### src/rtl/jts16_sdram_arb_if.sv
`default_nettype none
// +-----------------------------------------------------------------------+
// | jts16_sdram_arb_if : bank request ports and SDRAM command port bundle  |
// | Rev 1.0                                                                |
// +-----------------------------------------------------------------------+
interface jts16_sdram_arb_if #(
   parameter int AW = 22
);
   logic          refresh_en;
   logic [AW-1:0] ba0_addr;
   logic          ba0_rd;
   logic          ba0_wr;
   logic [15:0]   ba0_din;
   logic [1:0]    ba0_din_m;
   logic [AW-1:0] ba1_addr;
   logic [AW-1:0] ba2_addr;
   logic [AW-1:0] ba3_addr;
   logic          ba1_rd;
   logic          ba2_rd;
   logic          ba3_rd;
   logic          ba0_ack, ba1_ack, ba2_ack, ba3_ack;
   logic          ba0_rdy, ba1_rdy, ba2_rdy, ba3_rdy;
   logic [AW-1:0] sd_addr;
   logic [1:0]    sd_ba;
   logic          sd_rd;
   logic          sd_wr;
   logic [15:0]   sd_din;
   logic [1:0]    sd_din_m;
   logic          sd_refresh;
   logic          sd_ack;
   logic          sd_rdy;
   logic          busy;

   modport master (
      input  refresh_en, ba0_addr, ba0_rd, ba0_wr, ba0_din, ba0_din_m,
             ba1_addr, ba2_addr, ba3_addr, ba1_rd, ba2_rd, ba3_rd,
             sd_ack, sd_rdy,
      output ba0_ack, ba1_ack, ba2_ack, ba3_ack,
             ba0_rdy, ba1_rdy, ba2_rdy, ba3_rdy,
             sd_addr, sd_ba, sd_rd, sd_wr, sd_din, sd_din_m, sd_refresh, busy
   );

   modport slave (
      output refresh_en, ba0_addr, ba0_rd, ba0_wr, ba0_din, ba0_din_m,
             ba1_addr, ba2_addr, ba3_addr, ba1_rd, ba2_rd, ba3_rd,
             sd_ack, sd_rdy,
      input  ba0_ack, ba1_ack, ba2_ack, ba3_ack,
             ba0_rdy, ba1_rdy, ba2_rdy, ba3_rdy,
             sd_addr, sd_ba, sd_rd, sd_wr, sd_din, sd_din_m, sd_refresh, busy
   );
endinterface
`default_nettype wire

### src/rtl/jts16_sdram_arb.sv
`default_nettype none
// +-----------------------------------------------------------------------+
// | jts16_sdram_arb : round-robin 4-bank SDRAM arbiter with auto-refresh  |
// | Rev 1.0                                                                |
// +-----------------------------------------------------------------------+
module jts16_sdram_arb #(
   parameter int AW         = 22,
   parameter int REF_PERIOD = 384
)(
   input  wire logic         clk,
   input  wire logic         rst,
   jts16_sdram_arb_if.master bus
);
   localparam int            CW         = (REF_PERIOD > 1) ? $clog2(REF_PERIOD) : 1;
   localparam logic [CW-1:0] c_REF_LAST = CW'(REF_PERIOD - 1);

   typedef enum logic [1:0] {
      ST_IDLE = 2'd0,
      ST_CMD  = 2'd1,
      ST_WAIT = 2'd2,
      ST_REF  = 2'd3
   } state_t;

   state_t        r_state;
   logic [1:0]    r_last;
   logic [1:0]    r_grant;
   logic [CW-1:0] r_cnt;
   logic          r_ref_pend;
   logic          r_sd_rd;
   logic          r_sd_wr;
   logic          r_sd_refresh;
   logic [AW-1:0] r_sd_addr;
   logic [15:0]   r_sd_din;
   logic [1:0]    r_sd_din_m;

   logic [3:0]    w_req;
   logic          w_wrap;
   logic          w_ref_req;
   logic          w_found;
   logic [1:0]    w_pick;
   logic [AW-1:0] w_addr;
   logic          w_write;

   assign w_req     = {bus.ba3_rd, bus.ba2_rd, bus.ba1_rd, bus.ba0_rd | bus.ba0_wr};
   assign w_wrap    = bus.refresh_en && (r_cnt == c_REF_LAST);
   // A wrap in this very cycle already outranks any grant.
   assign w_ref_req = r_ref_pend | w_wrap;

   // Scan downwards so the bank closest after r_last is the one kept.
   always_comb begin
      w_found = 1'b0;
      w_pick  = 2'd0;
      for (int k = 4; k >= 1; k--) begin
         if (w_req[r_last + 2'(k)]) begin
            w_found = 1'b1;
            w_pick  = r_last + 2'(k);
         end
      end
   end

   always_comb begin
      w_addr = bus.ba0_addr;
      case (w_pick)
         2'd1:    w_addr = bus.ba1_addr;
         2'd2:    w_addr = bus.ba2_addr;
         2'd3:    w_addr = bus.ba3_addr;
         default: w_addr = bus.ba0_addr;
      endcase
   end

   assign w_write = (w_pick == 2'd0) && bus.ba0_wr;

   always_ff @(posedge clk) begin
      if (rst) begin
         r_state      <= ST_IDLE;
         r_last       <= 2'd3;
         r_grant      <= 2'd0;
         r_cnt        <= '0;
         r_ref_pend   <= 1'b0;
         r_sd_rd      <= 1'b0;
         r_sd_wr      <= 1'b0;
         r_sd_refresh <= 1'b0;
         r_sd_addr    <= '0;
         r_sd_din     <= '0;
         r_sd_din_m   <= '0;
      end else begin
         case (r_state)
            ST_IDLE: begin
               if (w_ref_req) begin
                  r_state      <= ST_REF;
                  r_sd_refresh <= 1'b1;
               end else if (w_found) begin
                  r_state    <= ST_CMD;
                  r_grant    <= w_pick;
                  r_last     <= w_pick;
                  r_sd_addr  <= w_addr;
                  r_sd_wr    <= w_write;
                  r_sd_rd    <= ~w_write;
                  r_sd_din   <= (w_pick == 2'd0) ? bus.ba0_din   : 16'd0;
                  r_sd_din_m <= (w_pick == 2'd0) ? bus.ba0_din_m : 2'd0;
               end
            end
            ST_CMD: begin
               if (bus.sd_ack) begin
                  r_sd_rd <= 1'b0;
                  r_sd_wr <= 1'b0;
                  r_state <= ST_WAIT;
               end
            end
            ST_WAIT: begin
               if (bus.sd_rdy) r_state <= ST_IDLE;
            end
            ST_REF: begin
               if (bus.sd_ack) begin
                  r_sd_refresh <= 1'b0;
                  r_ref_pend   <= 1'b0;
                  r_state      <= ST_IDLE;
               end
            end
            default: r_state <= ST_IDLE;
         endcase

         // Counter updates come last so a wrap re-arms a pending refresh.
         if (!bus.refresh_en) begin
            r_cnt      <= '0;
            r_ref_pend <= 1'b0;
         end else if (w_wrap) begin
            r_cnt      <= '0;
            r_ref_pend <= 1'b1;
         end else begin
            r_cnt <= r_cnt + CW'(1);
         end
      end
   end

   assign bus.sd_addr    = r_sd_addr;
   assign bus.sd_ba      = r_grant;
   assign bus.sd_rd      = r_sd_rd;
   assign bus.sd_wr      = r_sd_wr;
   assign bus.sd_din     = r_sd_din;
   assign bus.sd_din_m   = r_sd_din_m;
   assign bus.sd_refresh = r_sd_refresh;
   assign bus.busy       = (r_state != ST_IDLE);

   assign bus.ba0_ack = bus.sd_ack && (r_state == ST_CMD)  && (r_grant == 2'd0);
   assign bus.ba1_ack = bus.sd_ack && (r_state == ST_CMD)  && (r_grant == 2'd1);
   assign bus.ba2_ack = bus.sd_ack && (r_state == ST_CMD)  && (r_grant == 2'd2);
   assign bus.ba3_ack = bus.sd_ack && (r_state == ST_CMD)  && (r_grant == 2'd3);
   assign bus.ba0_rdy = bus.sd_rdy && (r_state == ST_WAIT) && (r_grant == 2'd0);
   assign bus.ba1_rdy = bus.sd_rdy && (r_state == ST_WAIT) && (r_grant == 2'd1);
   assign bus.ba2_rdy = bus.sd_rdy && (r_state == ST_WAIT) && (r_grant == 2'd2);
   assign bus.ba3_rdy = bus.sd_rdy && (r_state == ST_WAIT) && (r_grant == 2'd3);
endmodule
`default_nettype wire

### src/flat_wrapper.sv
// flat-port wrapper written by rule: the top's interface ports become plain ports
module jts16_sdram_arb_flat 
#(
   parameter int AW         = 22,
   parameter int REF_PERIOD = 384
)
  (clk, rst, bus_refresh_en, bus_ba0_addr, bus_ba0_rd, bus_ba0_wr, bus_ba0_din, bus_ba0_din_m, bus_ba1_addr, bus_ba2_addr, bus_ba3_addr, bus_ba1_rd, bus_ba2_rd, bus_ba3_rd, bus_sd_ack, bus_sd_rdy, bus_ba0_ack, bus_ba1_ack, bus_ba2_ack, bus_ba3_ack, bus_ba0_rdy, bus_ba1_rdy, bus_ba2_rdy, bus_ba3_rdy, bus_sd_addr, bus_sd_ba, bus_sd_rd, bus_sd_wr, bus_sd_din, bus_sd_din_m, bus_sd_refresh, bus_busy);
  jts16_sdram_arb_if #(.AW(AW)) bus_i ();
  input  wire logic clk;
  input  wire logic rst;
  input wire logic [$bits(bus_i.refresh_en)-1:0] bus_refresh_en;
  input wire logic [$bits(bus_i.ba0_addr)-1:0] bus_ba0_addr;
  input wire logic [$bits(bus_i.ba0_rd)-1:0] bus_ba0_rd;
  input wire logic [$bits(bus_i.ba0_wr)-1:0] bus_ba0_wr;
  input wire logic [$bits(bus_i.ba0_din)-1:0] bus_ba0_din;
  input wire logic [$bits(bus_i.ba0_din_m)-1:0] bus_ba0_din_m;
  input wire logic [$bits(bus_i.ba1_addr)-1:0] bus_ba1_addr;
  input wire logic [$bits(bus_i.ba2_addr)-1:0] bus_ba2_addr;
  input wire logic [$bits(bus_i.ba3_addr)-1:0] bus_ba3_addr;
  input wire logic [$bits(bus_i.ba1_rd)-1:0] bus_ba1_rd;
  input wire logic [$bits(bus_i.ba2_rd)-1:0] bus_ba2_rd;
  input wire logic [$bits(bus_i.ba3_rd)-1:0] bus_ba3_rd;
  input wire logic [$bits(bus_i.sd_ack)-1:0] bus_sd_ack;
  input wire logic [$bits(bus_i.sd_rdy)-1:0] bus_sd_rdy;
  output wire logic [$bits(bus_i.ba0_ack)-1:0] bus_ba0_ack;
  output wire logic [$bits(bus_i.ba1_ack)-1:0] bus_ba1_ack;
  output wire logic [$bits(bus_i.ba2_ack)-1:0] bus_ba2_ack;
  output wire logic [$bits(bus_i.ba3_ack)-1:0] bus_ba3_ack;
  output wire logic [$bits(bus_i.ba0_rdy)-1:0] bus_ba0_rdy;
  output wire logic [$bits(bus_i.ba1_rdy)-1:0] bus_ba1_rdy;
  output wire logic [$bits(bus_i.ba2_rdy)-1:0] bus_ba2_rdy;
  output wire logic [$bits(bus_i.ba3_rdy)-1:0] bus_ba3_rdy;
  output wire logic [$bits(bus_i.sd_addr)-1:0] bus_sd_addr;
  output wire logic [$bits(bus_i.sd_ba)-1:0] bus_sd_ba;
  output wire logic [$bits(bus_i.sd_rd)-1:0] bus_sd_rd;
  output wire logic [$bits(bus_i.sd_wr)-1:0] bus_sd_wr;
  output wire logic [$bits(bus_i.sd_din)-1:0] bus_sd_din;
  output wire logic [$bits(bus_i.sd_din_m)-1:0] bus_sd_din_m;
  output wire logic [$bits(bus_i.sd_refresh)-1:0] bus_sd_refresh;
  output wire logic [$bits(bus_i.busy)-1:0] bus_busy;
  assign bus_i.refresh_en = bus_refresh_en;
  assign bus_i.ba0_addr = bus_ba0_addr;
  assign bus_i.ba0_rd = bus_ba0_rd;
  assign bus_i.ba0_wr = bus_ba0_wr;
  assign bus_i.ba0_din = bus_ba0_din;
  assign bus_i.ba0_din_m = bus_ba0_din_m;
  assign bus_i.ba1_addr = bus_ba1_addr;
  assign bus_i.ba2_addr = bus_ba2_addr;
  assign bus_i.ba3_addr = bus_ba3_addr;
  assign bus_i.ba1_rd = bus_ba1_rd;
  assign bus_i.ba2_rd = bus_ba2_rd;
  assign bus_i.ba3_rd = bus_ba3_rd;
  assign bus_i.sd_ack = bus_sd_ack;
  assign bus_i.sd_rdy = bus_sd_rdy;
  assign bus_ba0_ack = bus_i.ba0_ack;
  assign bus_ba1_ack = bus_i.ba1_ack;
  assign bus_ba2_ack = bus_i.ba2_ack;
  assign bus_ba3_ack = bus_i.ba3_ack;
  assign bus_ba0_rdy = bus_i.ba0_rdy;
  assign bus_ba1_rdy = bus_i.ba1_rdy;
  assign bus_ba2_rdy = bus_i.ba2_rdy;
  assign bus_ba3_rdy = bus_i.ba3_rdy;
  assign bus_sd_addr = bus_i.sd_addr;
  assign bus_sd_ba = bus_i.sd_ba;
  assign bus_sd_rd = bus_i.sd_rd;
  assign bus_sd_wr = bus_i.sd_wr;
  assign bus_sd_din = bus_i.sd_din;
  assign bus_sd_din_m = bus_i.sd_din_m;
  assign bus_sd_refresh = bus_i.sd_refresh;
  assign bus_busy = bus_i.busy;
  jts16_sdram_arb #(.AW(AW), .REF_PERIOD(REF_PERIOD)) u_core (.clk(clk), .rst(rst), .bus(bus_i));
endmodule
### config.mk
export PLATFORM = sky130hd
export DESIGN_NAME = jts16_sdram_arb_flat
export DESIGN_NICKNAME = d
export VERILOG_FILES = /design/src/rtl/jts16_sdram_arb_if.sv /design/src/rtl/jts16_sdram_arb.sv /design/src/flat_wrapper.sv
export SDC_FILE = /design/constraint.sdc
export NUM_CORES = 1
export LEC_CHECK = 0
export CORE_MARGIN = 2
export CORE_UTILIZATION = 41
export CTS_CLUSTER_SIZE = 14
export DETAILED_ROUTE_END_ITERATION = 8
export PLACE_DENSITY = 0.82
export SLEW_MARGIN = 20
export SYNTH_ARGS = -nofsm -noshare
export SYNTH_HDL_FRONTEND = slang
export SYNTH_SLANG_ARGS = --single-unit
export TNS_END_PERCENT = 20
### constraint.sdc
create_clock -name clk -period 2.61 [get_ports clk]
set_input_delay 0.522 -clock clk [delete_from_list [all_inputs] [get_ports clk]]
set_output_delay 0.522 -clock clk [all_outputs]
set_load 0.02 [all_outputs]
==> flow_summary.toml <==
[status]
status = "finished, final reports clean"

[timing]
fmaxAchievable_ghz = 0.396
clock_skew_ns = 0.00895
setup_ws_ns = 0.0831
report.final.slew_viol_count = 0
hold_slack_ns = 0.459
setup_viol_count_final = 0
slew-limit-headroom = 0.360
hold_violations = 0
tightestPinTransition_ns = 0.958
fin_crit_sh = 0.968
fin_crit_ns = 2.53
rsz0062_at_grt = "false"

[die]
dieArea_mm2 = 0.00895
coreArea_mm2 = 0.00809
chipWidth_um = 94.6
fp-row-count = 33
die_h_um = 94.6
initial_core_util = 0.416
ios = 170

[global_routing]
antenna_found_initial = 0
grt.total_usage = 0.255
grt_pass1_wl_um = 17700
overflow = 0
grt_max_degree = 34
grt_pass1_vias = 3576

[worst_setup_path]
cp_cell_sequence = "clkdlybuf4s50_1 -> nand3b_1 -> nor3b_1 -> clkdlybuf4s50_1"
path_class = "in -> out"
path_common_cell = "clkdlybuf4s50_1"
cp.depth = 4
critPathMaxStageDelay_ns = 0.65
slowest_stage = "clkdlybuf4s50_1"
arrival_ns = 2.00
cp.required_ns = 2.09
worstSetupStartpointType = "primary input"
critPathMaxFanout = 4
end_kind = "primary output"
critPathTopFamily = "buffers and inverters"
cp.buffers_inverters = 2
reg2reg_depth = 7

[power]
p_total_uw = 3210
p_sw_frac = 0.350
leakage_uw = 0.00213
power.density_mw_per_mm2 = 593
p_int_uw = 2080
seqPwrFrac = 0.343
clockPowerShare = 0.222
switchingPower_uw = 1120
comb_power_share = 0.435
ir_worst_vdd_mv = 0.338

[clocking]
cts_buffer_depth = 2
h-tree-depth = 3
numCtsBuffers = 9
clk_pin_slew_worst_paths_ns = 0.07
clk_latency_ns = 0.33
cts_tree = "built"
cts_hold_buffers = 0
cts_sinks = 59
ctsRootBufferMaster = "clkbuf_8"

[logic_synthesis]
syn_inst = 359
synth_top_area_frac = 0.351
synth_ff_type = "dfxtp_1"
synth_area_leaders = "dfxtp_1 (35%), a2111oi_2 (18%), nor2_1 (6.8%)"
ys_seq_area_frac = 0.351
yosys_warnings = 0
synth_edf_count = 0
synth-seq-cells = 59
synthesis.nets = 476
synth.avg_cell_area_um2 = 9.37
yosys.cell_types.count = 43
yosysTopAreaCell = "dfxtp_1"
syn_area_mm2 = 0.00336
async_flop_share = 0

[min_path]
hold_depth = 1
hp-class = "reg -> reg"

[routing]
drc = 0
vias = 3565
wl_per_cell_um = 17.9
firstDrtPassIters = 4
drt_wl_total_um = 11500
vias_per_cell = 5.56
ant_nets = 0
first_iter_violations = 108

[final_layout]
area_growth_pct = 60.7
stdcell_count = 641
drive_above_1_share = 0.172
diodes = 0
nFillCells = 663
utilization = 0.668
fin_nets = 649

[job]
maxCapViolCount = 0

[placement]
dp.final_hpwl_um = 8740
gp_congestion = 0.849
io_buffers = 169
dp_slack_ns = -0.174
dpl.cell_count = 626
metrics by stage:
step | setup TNS (ns) | instance area, um^2
finish | 0 | 5410
CTS | 0 | 5400
floorplan | 0 | 3360
global route | 0 | 5410
detailed placement | -3.78 | 5240
global placement | -2.35 | 5240
path summary, 6_finish.rpt:
| check | slack [ns] | endpoint | start |
|---|---|---|---|
| worst max-delay path | 0.08 | bus_ba2_rdy | bus_sd_rdy |
| worst max register to register | 0.44 | u_core.bus.sd_addr[1] | u_core.r_cnt[0] |
| worst min-delay path | 0.46 | u_core.r_cnt[0] | u_core.r_cnt[0] |
| worst min register to register | 0.46 | u_core.r_cnt[0] | u_core.r_cnt[0] |
power groups by stage:
stage                     Combinational, uW  Clock, uW  Sequential (uW)
after floorplan                         712          0             1210
after CTS                              1400        726             1100
after detailed placement               1400          0             1120
after global routing                   1480        767             1110
after global placement                 1370          0             1120
final                                  1390        713             1100
cells in the mapped netlist, types with 3 or more instances:
| cell | n |
|---|---|
| dfxtp_1 | 59 |
| inv_1 | 5 |
| nand3_1 | 26 |
| a2111oi_2 | 40 |
| nor3_1 | 5 |
| a21oi_1 | 8 |
| a2bb2oi_1 | 18 |
| buf_2 | 11 |
| clkbuf_1 | 16 |
| and3_1 | 23 |
| nor3b_1 | 4 |
| nand2b_1 | 3 |
| xnor2_1 | 6 |
| nor2_1 | 61 |
| buf_4 | 5 |
| mux2i_1 | 21 |
| buf_6 | 3 |
| nand2_1 | 10 |
registers in the layout, summed over array words and instances (netlist names):
name,cells
u_core.bus.sd_rd,1
u_core.bus.sd_ba,2
u_core.bus.sd_addr,22
u_core.r_state,2
u_core.r_ref_pend,1
u_core.bus.sd_din_m,2
u_core.bus.sd_din,16
u_core.bus.sd_wr,1
u_core.bus.sd_refresh,1
u_core.r_last,2
u_core.r_cnt,9
cells in the final DEF, fill, tap and decap left out, types with 2 or more instances in the layout:
cell type,netlist,layout
a21oi_1,8,8
a2111oi_2,40,40
and3_1,23,23
xnor2_1,6,6
clkdlybuf4s50_1,0,165
buf_4,5,26
nand2_2,1,2
or3_1,2,2
nor3b_1,4,4
nand2_1,10,9
nor2_1,61,61
clkbuf_1,16,2
a21o_1,2,2
clkbuf_8,0,10
dfxtp_1,59,59
nor4b_1,2,2
xor2_1,2,2
nand3_1,26,26
mux2i_1,21,21
nor2b_1,2,2
nand2b_1,3,3
a2111oi_0,2,2
or2_2,2,2
inv_1,5,5
a2bb2oi_1,18,18
nand3b_1,2,2
dlymetal6s2s_1,0,2
nor3_1,5,5
clkinv_2,0,3
buf_12,0,2
o21bai_1,2,2
cell type report:
| class | instances | area [um^2] | share of cell area |
|---|---|---|---|
| inverter | 5 | 18.8 | 0.00347 |
| multi-input combinational | 260 | 1990 | 0.368 |
| sequential | 59 | 1180 | 0.219 |
| tap | 105 | 131 | 0.0243 |
| clock inverter | 3 | 15.0 | 0.00278 |
| timing repair buffer | 197 | 1930 | 0.356 |
| clock buffer | 12 | 145 | 0.0269 |
metal layers:
metal / share of wire / track usage / up-vias / routed length (um)
met5: 0 / 0 / - / 0
met4: 0.029 / 0.118 / 0 / 337
met3: 0.091 / 0.0742 / 28 / 1050
met2: 0.50 / 0.451 / 140 / 5740
met1: 0.38 / 0.281 / 1712 / 4380
li1: - / - / 1685 / -
kinds of logic (layout without fill, tap and decap cells):
group,count (synthesis),in the layout,share of synthesized area
fa+ha+maj,1,1,0.00372
compound gates,81,81,0.277
flops,59,59,0.351
mux,22,22,0.0692
xor+xnor,8,8,0.0208
simple gates,148,148,0.218
buf+inv,40,217,0.0610
what timing repair did:
item,4_1_cts,5_1_grt
resized for setup,1,2
setup buffers,0,0
pin swaps,0,0
setup endpoints to repair,1,2
(Power assumes the default switching activity.)
